==> src/rtl/coffee_pkg.sv <==
// Shared definitions for the coffee machine controller and its display controller.
package coffee_pkg;

   localparam int STATE_W = 3;

   typedef enum logic [STATE_W-1:0] {
      IDLE       = 3'b000,
      READY      = 3'b001,
      BREW       = 3'b010,
      DONE       = 3'b011,
      NEED_WATER = 3'b100
   } state_t;

endpackage

==> src/rtl/btn_debounce.sv <==
// Button conditioner: 2-FF synchronizer, stability counter and rising-edge pulse.
// The accepted level resets to 1 ("pressed"), so a button held through reset
// must first be seen released before a new press can produce a pulse.
module btn_debounce #(
   parameter int DEBOUNCE_TICKS = 1_000_000
) (
   input  logic clk,
   input  logic reset,
   input  logic btn_raw,
   output logic press
);

   localparam int CNT_W = (DEBOUNCE_TICKS > 1) ? $clog2(DEBOUNCE_TICKS) : 1;
   localparam logic [CNT_W-1:0] CNT_LAST = CNT_W'(DEBOUNCE_TICKS - 1);

   logic             sync1_reg;
   logic             sync2_reg;
   logic             stable_reg;
   logic             press_reg;
   logic [CNT_W-1:0] cnt_reg;

   // Bring the raw button into the clock domain.
   always_ff @(posedge clk or posedge reset) begin
      if (reset) begin
         sync1_reg <= 1'b0;
         sync2_reg <= 1'b0;
      end else begin
         sync1_reg <= btn_raw;
         sync2_reg <= sync1_reg;
      end
   end

   // Accept a new level after DEBOUNCE_TICKS consecutive differing samples; pulse on accepted rise.
   always_ff @(posedge clk or posedge reset) begin
      if (reset) begin
         cnt_reg    <= '0;
         stable_reg <= 1'b1;
         press_reg  <= 1'b0;
      end else begin
         press_reg <= 1'b0;
         if (sync2_reg == stable_reg) begin
            cnt_reg <= '0;
         end else if (cnt_reg == CNT_LAST) begin
            cnt_reg    <= '0;
            stable_reg <= sync2_reg;
            press_reg  <= sync2_reg;
         end else begin
            cnt_reg <= cnt_reg + 1'b1;
         end
      end
   end

   assign press = press_reg;

endmodule

==> src/rtl/coffee_ctrl.sv <==
// Coffee machine controller: cup selection, water bookkeeping and brew/done timing.
module coffee_ctrl
   import coffee_pkg::*;
#(
   parameter int DEBOUNCE_TICKS     = 1_000_000,
   parameter int BREW_TICKS_PER_CUP = 300_000_000,
   parameter int DONE_TICKS         = 200_000_000,
   parameter int WATER_MAX          = 6
) (
   input  logic               clk_100MHz,
   input  logic               reset,
   input  logic               btn_cup,
   input  logic               btn_brew,
   input  logic               btn_refill,
   output logic [STATE_W-1:0] state,
   output logic [1:0]         cup_count,
   output logic [2:0]         water_level,
   output logic               brew_led
);

   // Timer must hold the longest load: three cups of brewing or the done hold.
   localparam longint BREW_MAX  = 3 * longint'(BREW_TICKS_PER_CUP);
   localparam longint TIMER_MAX = (BREW_MAX > longint'(DONE_TICKS)) ? BREW_MAX : longint'(DONE_TICKS);
   localparam int     TW        = (TIMER_MAX > 1) ? $clog2(TIMER_MAX) : 1;

   localparam logic [TW-1:0] BREW_PER_CUP = TW'(BREW_TICKS_PER_CUP);
   localparam logic [TW-1:0] DONE_LOAD    = TW'(DONE_TICKS - 1);
   localparam logic [2:0]    WATER_FULL   = 3'(WATER_MAX);

   // Button order: 0 = cup, 1 = brew, 2 = refill.
   logic [2:0] btn_raw;
   logic [2:0] press;

   state_t        state_reg,  state_next;
   logic [1:0]    cup_reg,    cup_next;
   logic [2:0]    water_reg,  water_next;
   logic [TW-1:0] timer_reg,  timer_next;
   logic          led_reg;
   logic [TW-1:0] brew_load;

   assign btn_raw = {btn_refill, btn_brew, btn_cup};

   generate
      for (genvar gi = 0; gi < 3; gi++) begin : g_btn
         btn_debounce #(
            .DEBOUNCE_TICKS(DEBOUNCE_TICKS)
         ) u_btn (
            .clk    (clk_100MHz),
            .reset  (reset),
            .btn_raw(btn_raw[gi]),
            .press  (press[gi])
         );
      end
   endgenerate

   assign brew_load = {{(TW-2){1'b0}}, cup_reg} * BREW_PER_CUP - TW'(1);

   // Next-state, counter and timer decisions from the current state and press pulses.
   always_comb begin
      state_next = state_reg;
      cup_next   = cup_reg;
      water_next = water_reg;
      timer_next = timer_reg;
      case (state_reg)
         IDLE: begin
            if (press[2]) water_next = WATER_FULL;
            if (press[0]) begin
               cup_next   = 2'd1;
               state_next = READY;
            end
         end
         READY: begin
            if (press[2]) water_next = WATER_FULL;
            if (press[1]) begin
               if (water_reg >= {1'b0, cup_reg}) begin
                  state_next = BREW;
                  timer_next = brew_load;
               end else begin
                  state_next = NEED_WATER;
               end
            end else if (press[0]) begin
               cup_next = (cup_reg == 2'd3) ? 2'd1 : cup_reg + 2'd1;
            end
         end
         BREW: begin
            if (timer_reg == '0) begin
               state_next = DONE;
               water_next = water_reg - {1'b0, cup_reg};
               timer_next = DONE_LOAD;
            end else begin
               timer_next = timer_reg - TW'(1);
            end
         end
         DONE: begin
            if (timer_reg == '0) begin
               state_next = IDLE;
               cup_next   = 2'd0;
            end else begin
               timer_next = timer_reg - TW'(1);
            end
         end
         NEED_WATER: begin
            if (press[2]) begin
               water_next = WATER_FULL;
               state_next = READY;
            end
         end
         default: state_next = IDLE;
      endcase
   end

   // Register state, counters, timer and the brew indicator.
   always_ff @(posedge clk_100MHz or posedge reset) begin
      if (reset) begin
         state_reg <= IDLE;
         cup_reg   <= 2'd0;
         water_reg <= WATER_FULL;
         timer_reg <= '0;
         led_reg   <= 1'b0;
      end else begin
         state_reg <= state_next;
         cup_reg   <= cup_next;
         water_reg <= water_next;
         timer_reg <= timer_next;
         led_reg   <= (state_next == BREW);
      end
   end

   assign state       = state_reg;
   assign cup_count   = cup_reg;
   assign water_level = water_reg;
   assign brew_led    = led_reg;

endmodule

==> config.mk <==
export PLATFORM = sky130hd
export DESIGN_NAME = coffee_ctrl
export DESIGN_NICKNAME = d
export VERILOG_FILES = /design/src/rtl/coffee_pkg.sv /design/src/rtl/btn_debounce.sv /design/src/rtl/coffee_ctrl.sv
export SDC_FILE = /design/constraint.sdc
export NUM_CORES = 1
export LEC_CHECK = 0
export ABC_CLOCK_PERIOD_IN_PS = 3900
export CORE_MARGIN = 10
export CORE_UTILIZATION = 40
export DETAILED_ROUTE_END_ITERATION = 8
export SLEW_MARGIN = 25
export SYNTH_ARGS = -nofsm -noshare
export SYNTH_HDL_FRONTEND = slang
export SYNTH_SLANG_ARGS = --single-unit
==> constraint.sdc <==
create_clock -name clk_100MHz -period 3.9 [get_ports clk_100MHz]
set_clock_uncertainty 0.15 [all_clocks]
set_input_delay 0.585 -clock clk_100MHz [delete_from_list [all_inputs] [get_ports clk_100MHz]]
set_output_delay 0.585 -clock clk_100MHz [all_outputs]
set_load 0.03 [all_outputs]
==> metrics.yaml, run 1 <==
cts:
  postCtsSetupBuffers: 0
  clock_latency_ns: 0.36
  cts_buffers: 9
  clkTransAtPathRegs_ns: 0.07
  cts_buffer_depth: 2
  htree_levels: 3
  cts_sinks: 111
  cts_resized: 0
  cts_tree: "done"
  ctsRootBufferMaster: "clkbuf_16"
  postCtsHoldBufs: 0
power_and_ir_drop:
  leakage_uw: 0.00296
  powerDensity_nw_per_um2: 347
  ir_drop_uv: 268
finish:
  area_delta_synth_final_pct: 11.2
  nets: 636
  largest_reg_flops: 60
  diodes: 0
  final_cell_count_no_fill: 805
  drive_gt1_frac: 0.0853
job:
  max_cap_violations: 0
placement:
  placed_cells: 789
  place.gp.congestion: 0.902
  io_buffers: 13
  dp.final_hpwl_mm: 9.52
yosys:
  synthTopCellsByArea: "dfrtp_1 44%, nor2_1 5.4%, xor2_1 4.8%"
  yosys_register_bits: 111
  syn_nets: 627
  yosysUniqueCellTypes: 69
  yosysSeqAreaShare: 0.464
  synth_area_um2: 6000
  ys_warn_count: 0
  postSynthCellCount: 607
  synth_edf_count: 0
  ys_async_sr_fraction: 1.00
  ys.flop_type: "dfrtp_1"
  synth_largest_area_cell: "dfrtp_1"
  synth.top_cell.area_share: 0.442
  syn_avg_cell_area_um2: 9.88
drt:
  wirelength_mm: 13.8
  via_per_inst: 5.81
  drt-initial-drc-count: 377
  drt-wirelength-per-cell_um: 17.1
  ant_nets: 0
  first_pass_iters: 5
  vias: 4679
  drc: 0
sta:
  slew_headroom: 0.434
  slew_violations: 0
  setup_tns_ns: 0
  worst_pin_slew_ns: 0.848
  fin_crit_sh: 0.782
  max_freq_ghz: 0.328
  rsz0062_at_grt: "no"
  report.final.hold_viol_count: 0
  final-setup-viol-count: 0
  period_minus_slack_ns: 3.05
critical_path:
  cp-end-kind: "flip-flop"
  crit_fanout: 15
  startpoint_type: "flip-flop"
  crit_type: "flip-flop to flip-flop"
  cp_slowest_cell: "or3_4"
  path_cells: "inv_1 > ha_1 > nor4b_1 > nand4_1 > or3_4 > nand2_2 > inv_2 > a22o_1"
  slowest_delay_ns: 0.55
  worstPathRequired_ns: 4.01
  arrival_ns: 3.16
floorplanning:
  fp.dieW_um: 142
  die_area_um2: 20300
  rows: 44
  initial_core_util: 0.411
  core_region_area_um2: 14600
  die_y_um: 142
  ios: 14
grt:
  grt_pass1_wl_mm: 23.5
  first_global_vias: 4615
  antenna_found_initial: 0
  overflow: 0
  grt_usage: 0.141
  grt_max_degree: 60
run_status:
  status: "completed"
min_path:
  min_path_type: "flip-flop to flip-flop"
-- metal layers --
layer / vias to the layer above / wire length, µm / GRT usage
met3: 28 / 773 / 0.0370
met5: - / 0 / 0
met1: 2281 / 6500 / 0.189
met4: 0 / 357 / 0.0532
met2: 142 / 6170 / 0.212
li1: 2228 / - / -
-- Yosys cell counts, drive strengths merged (9+ instances only) --
cell	n
dfrtp	106
nor2	87
nand2	35
xor2	33
nand3	26
xnor2	25
inv	22
nand4	21
nor3	21
a211oi	20
and3	14
clkbuf	14
ha	14
nor4	14
o22a	13
a21oi	10
a31oi	9
buf	9
or3	9
-- layout make-up --
class	instances	area, µm²
inverters	22	85.1
repair buffers	21	203
clock buffers	9	225
multi-input cells	451	3010
well taps	184	230
fillers	1354	7920
flip-flops and latches	111	2780
clock inverters	7	131
-- power breakdown --
part	switching, µW	internal, µW
Clock	454	637
Combinational	37.8	14.5
Sequential	9.23	1160
-- per-stage QoR --
stage                     setup WS, ns  hold WS, ns  instance area [µm²]   util  total power [µW]
final                            0.848        0.205                 6670  0.457              2310
after floorplan                  0.243        0.181                 6000      -              1230
after CTS                        0.932        0.208                 6660  0.457              2350
after global placement            1.06        0.182                 6300  0.432              1250
after detailed placement         0.941        0.191                 6300  0.432              1250
after global routing             0.663        0.216                 6670  0.457              2400
-- final timing paths --
check | startpoint | to | slack (ns) | cells after the start
max in group asynchronous | reset | g_btn[1].u_btn.stable_reg$_DFFE_PP1P_ | 2.31 | 3
min reg2reg | g_btn[0].u_btn.sync1_reg$_DFF_PP0_ | g_btn[0].u_btn.sync2_reg$_DFF_PP0_ | 0.20 | 0
min in group asynchronous | reset | g_btn[2].u_btn.sync2_reg$_DFF_PP0_ | 0.52 | 2
min | g_btn[0].u_btn.sync1_reg$_DFF_PP0_ | g_btn[0].u_btn.sync2_reg$_DFF_PP0_ | 0.20 | 0
max reg2reg | timer_reg[0]$_DFFE_PP0P_ | timer_reg[9]$_DFFE_PP0P_ | 0.85 | 8
max | timer_reg[0]$_DFFE_PP0P_ | timer_reg[9]$_DFFE_PP0P_ | 0.85 | 8
-- cells by family after synthesis --
| group | count (synthesis) | synth area share |
|---|---|---|
| flip-flops | 111 | 0.464 |
| AND/OR/NAND/NOR | 267 | 0.240 |
| adder cells (fa/ha/maj) | 15 | 0.0326 |
| XOR/XNOR | 58 | 0.0847 |
| AO/OA/AOI/OAI | 105 | 0.133 |
| multiplexers | 6 | 0.0106 |
| buffers and inverters | 45 | 0.0348 |
-- critical path: cells and delay by family (launching register included) --
family	cells	cell delay, ns
AOI/OAI and AO/OA	1	0.21
DFF	1	0.45
adders and majority gates	1	0.14
buffers and inverters	2	0.23
and+or+nand+nor	4	1.74
-- cell usage in the layout (no fill, tap or decap), types with 4 or more instances in the layout --
cell	synthesis	routed
nand3_1	26	26
buf_4	1	7
nor4_1	11	10
nor2b_1	4	4
dfstp_2	5	5
clkdlybuf4s50_1	0	13
o22a_1	13	13
nor3b_1	4	4
and4_1	7	7
clkbuf_16	0	9
a32oi_1	5	5
xor2_1	33	33
nor4b_1	4	4
a31oi_1	9	9
xnor2_1	25	25
ha_1	14	14
or3_1	8	8
dfrtp_1	106	106
nand3b_1	4	4
o21ai_0	7	7
a21oi_1	9	9
nand4_1	20	20
and3_1	14	14
nand2_1	34	34
nor2_1	87	87
o31ai_1	6	6
or4_1	6	6
a211oi_1	18	18
nor3_1	19	19
inv_1	21	20
o22ai_1	8	8
Note: power is estimated with default switching activity, not from simulation.
==> run 2: changes to the inputs <==
--- a/config.mk
+++ b/config.mk
@@ -5,7 +5,7 @@
 export SDC_FILE = /design/constraint.sdc
 export NUM_CORES = 1
 export LEC_CHECK = 0
-export ABC_CLOCK_PERIOD_IN_PS = 3900
+export ABC_CLOCK_PERIOD_IN_PS = 2800
 export CORE_MARGIN = 10
 export CORE_UTILIZATION = 40
 export DETAILED_ROUTE_END_ITERATION = 8
==> constraint.sdc (replaced) <==
create_clock -name clk_100MHz -period 2.8 [get_ports clk_100MHz]
set_clock_uncertainty 0.15 [all_clocks]
set_input_delay 0.42 -clock clk_100MHz [delete_from_list [all_inputs] [get_ports clk_100MHz]]
set_output_delay 0.42 -clock clk_100MHz [all_outputs]
set_load 0.03 [all_outputs]
==> metrics.yaml, run 2 (same netlist as run 1, synthesis figures left out) <==
run_status:
  status: "completed"
critical_path:
  slowest_delay_ns: 0.71  # +0.16 ns
  path_cells: "or4_1 > nor4_4 > a21oi_4 > a211oi_2 > a2bb2oi_1"
  startpoint_type: "flip-flop"
  cp_num_buf_inv: 0  # -2
  arrival_ns: 2.80  # -0.36 ns
  crit_type: "flip-flop to flip-flop"
  worstPathRequired_ns: 2.91  # -1.10 ns
  cp_slowest_cell: "or4_1"
  crit_fanout: 24  # +9
  cp-end-kind: "flip-flop"
  crit_family: "simple AND/OR/NAND/NOR gates"
floorplanning:
  die_y_um: 142  # unchanged
  rows: 44  # unchanged
  core_region_area_um2: 14600  # unchanged
  initial_core_util: 0.411  # unchanged
  die_area_um2: 20300  # unchanged
  fp.dieW_um: 142  # unchanged
  ios: 14  # unchanged
min_path:
  min_path_type: "flip-flop to flip-flop"
job:
  max_cap_violations: 0  # unchanged
placement:
  place.gp.congestion: 0.916  # +1.6%
  io_buffers: 13  # unchanged
  dp.final_hpwl_mm: 9.52  # about the same
finish:
  mostFrequentLayoutCells: "106 x dfrtp_1, 87 x nor2_1, 34 x nand2_1"
  diodes: 0  # unchanged
  area_delta_synth_final_pct: 12.5
  drive_gt1_frac: 0.107  # +0.0216
  final_common_cell: "dfrtp_1"
  largest_reg_flops: 60  # unchanged
  nets: 651  # +2.4%
  fill_cells: 1359  # +0.37%
  multiInputGateArea_um2: 3020  # +0.25%
  ff_latch_area_um2: 2780  # unchanged
sta:
  slew_violations: 0  # unchanged
  rsz0062_at_grt: "no"
  worst_pin_slew_ns: 0.745  # -0.103 ns
  setup_tns_ns: 0  # unchanged
  max_freq_ghz: 0.372  # +13%
  final-setup-viol-count: 0  # unchanged
  whs_ns: 0.202  # -0.00279 ns
  period_minus_slack_ns: 2.69  # -0.360 ns
  slew_headroom: 0.498  # +0.0641
  fin_crit_sh: 0.961  # +0.179
  report.final.hold_viol_count: 0  # unchanged
drt:
  drt-initial-drc-count: 322  # -15%
  drt-wirelength-per-cell_um: 16.9  # -1.3%
  ant_nets: 0  # unchanged
  first_pass_iters: 4  # -1
  wirelength_mm: 13.9  # +0.54%
  vias: 4711  # +0.68%
  via_per_inst: 5.75  # -1.2%
  drc: 0  # unchanged
cts:
  cts_sinks: 111  # unchanged
  htree_levels: 3  # unchanged
  cts_buffer_depth: 2  # unchanged
  ctsRootBufferMaster: "clkbuf_16"
  cts_tree: "done"
  cts_buffers: 9  # unchanged
  clock_latency_ns: 0.35  # about the same
  clkTransAtPathRegs_ns: 0.08  # about the same
  postCtsSetupBuffers: 0  # unchanged
grt:
  grt_usage: 0.139  # -0.00155
  grt_pass1_wl_mm: 23.3  # -0.50%
  grt_max_degree: 74  # +23%
  first_global_vias: 4683  # +1.5%
  overflow: 0  # unchanged
  antenna_found_initial: 0  # unchanged
power_and_ir_drop:
  leakage_uw: 0.00302  # +1.9%
  ir_drop_uv: 334  # +25%
  powerDensity_nw_per_um2: 455  # +31%
## run 2: area by class of cell
cell class	instances	area share
Tap cell	184	0.0341
Multi-Input combinational cell	451	0.447
Sequential cell	111	0.413
Timing Repair Buffer	36	0.0468
Clock inverter	6	0.0108
Clock buffer	10	0.0354
Inverter	22	0.0128
## run 2: path summary, 6_finish.rpt
path | slack, ns | cells past startpoint | start | to
setup / recovery | 0.11 | 5 | timer_reg[17]$_DFFE_PP0P_ | timer_reg[25]$_DFFE_PP0P_
hold / removal | 0.20 | 0 | g_btn[2].u_btn.sync1_reg$_DFF_PP0_ | g_btn[2].u_btn.sync2_reg$_DFF_PP0_
setup reg to reg | 0.11 | 5 | timer_reg[17]$_DFFE_PP0P_ | timer_reg[25]$_DFFE_PP0P_
hold reg to reg | 0.20 | 0 | g_btn[2].u_btn.sync1_reg$_DFF_PP0_ | g_btn[2].u_btn.sync2_reg$_DFF_PP0_
max in group asynchronous | 1.54 | 3 | reset | timer_reg[24]$_DFFE_PP0P_
min in group asynchronous | 0.25 | 2 | reset | g_btn[0].u_btn.sync1_reg$_DFF_PP0_
## run 2: through the flow
stage | utilization | power (µW) | instance area [µm²] | worst slack [ns] | instances
2_1_floorplan | - | 1710 | 6000 | 0.470 | 607
3_3_place_gp | 0.440 | 1740 | 6420 | 0.178 | 804
3_5_place_dp | 0.440 | 1740 | 6430 | 0.160 | 804
4_1_cts | 0.462 | 3120 | 6740 | 0.140 | 820
5_1_grt | 0.462 | 3180 | 6740 | 0.0231 | 820
6_report | 0.462 | 3070 | 6740 | 0.108 | 820
## run 2: layer usage
metal	vias up	wire (µm)	track usage
met5	-	0	0
met4	0	233	0.0479
met3	18	565	0.0277
met2	103	6580	0.223
met1	2333	6500	0.183
li1	2257	-	-
## run 2: what timing repair did
item | CTS | global route
hold buffers | 0 | 0
resized for setup | 0 | 1
endpoints found under the setup margin | 0 | 11
endpoints found under the hold margin | 0 | 0
## run 2: power by group
| group | leakage (µW) | switching (µW) | internal, µW |
|---|---|---|---|
| registers | 0.00151 | 13.1 | 1620 |
| clock network | 0.000156 | 629 | 734 |
| logic | 0.00135 | 53.5 | 21.2 |
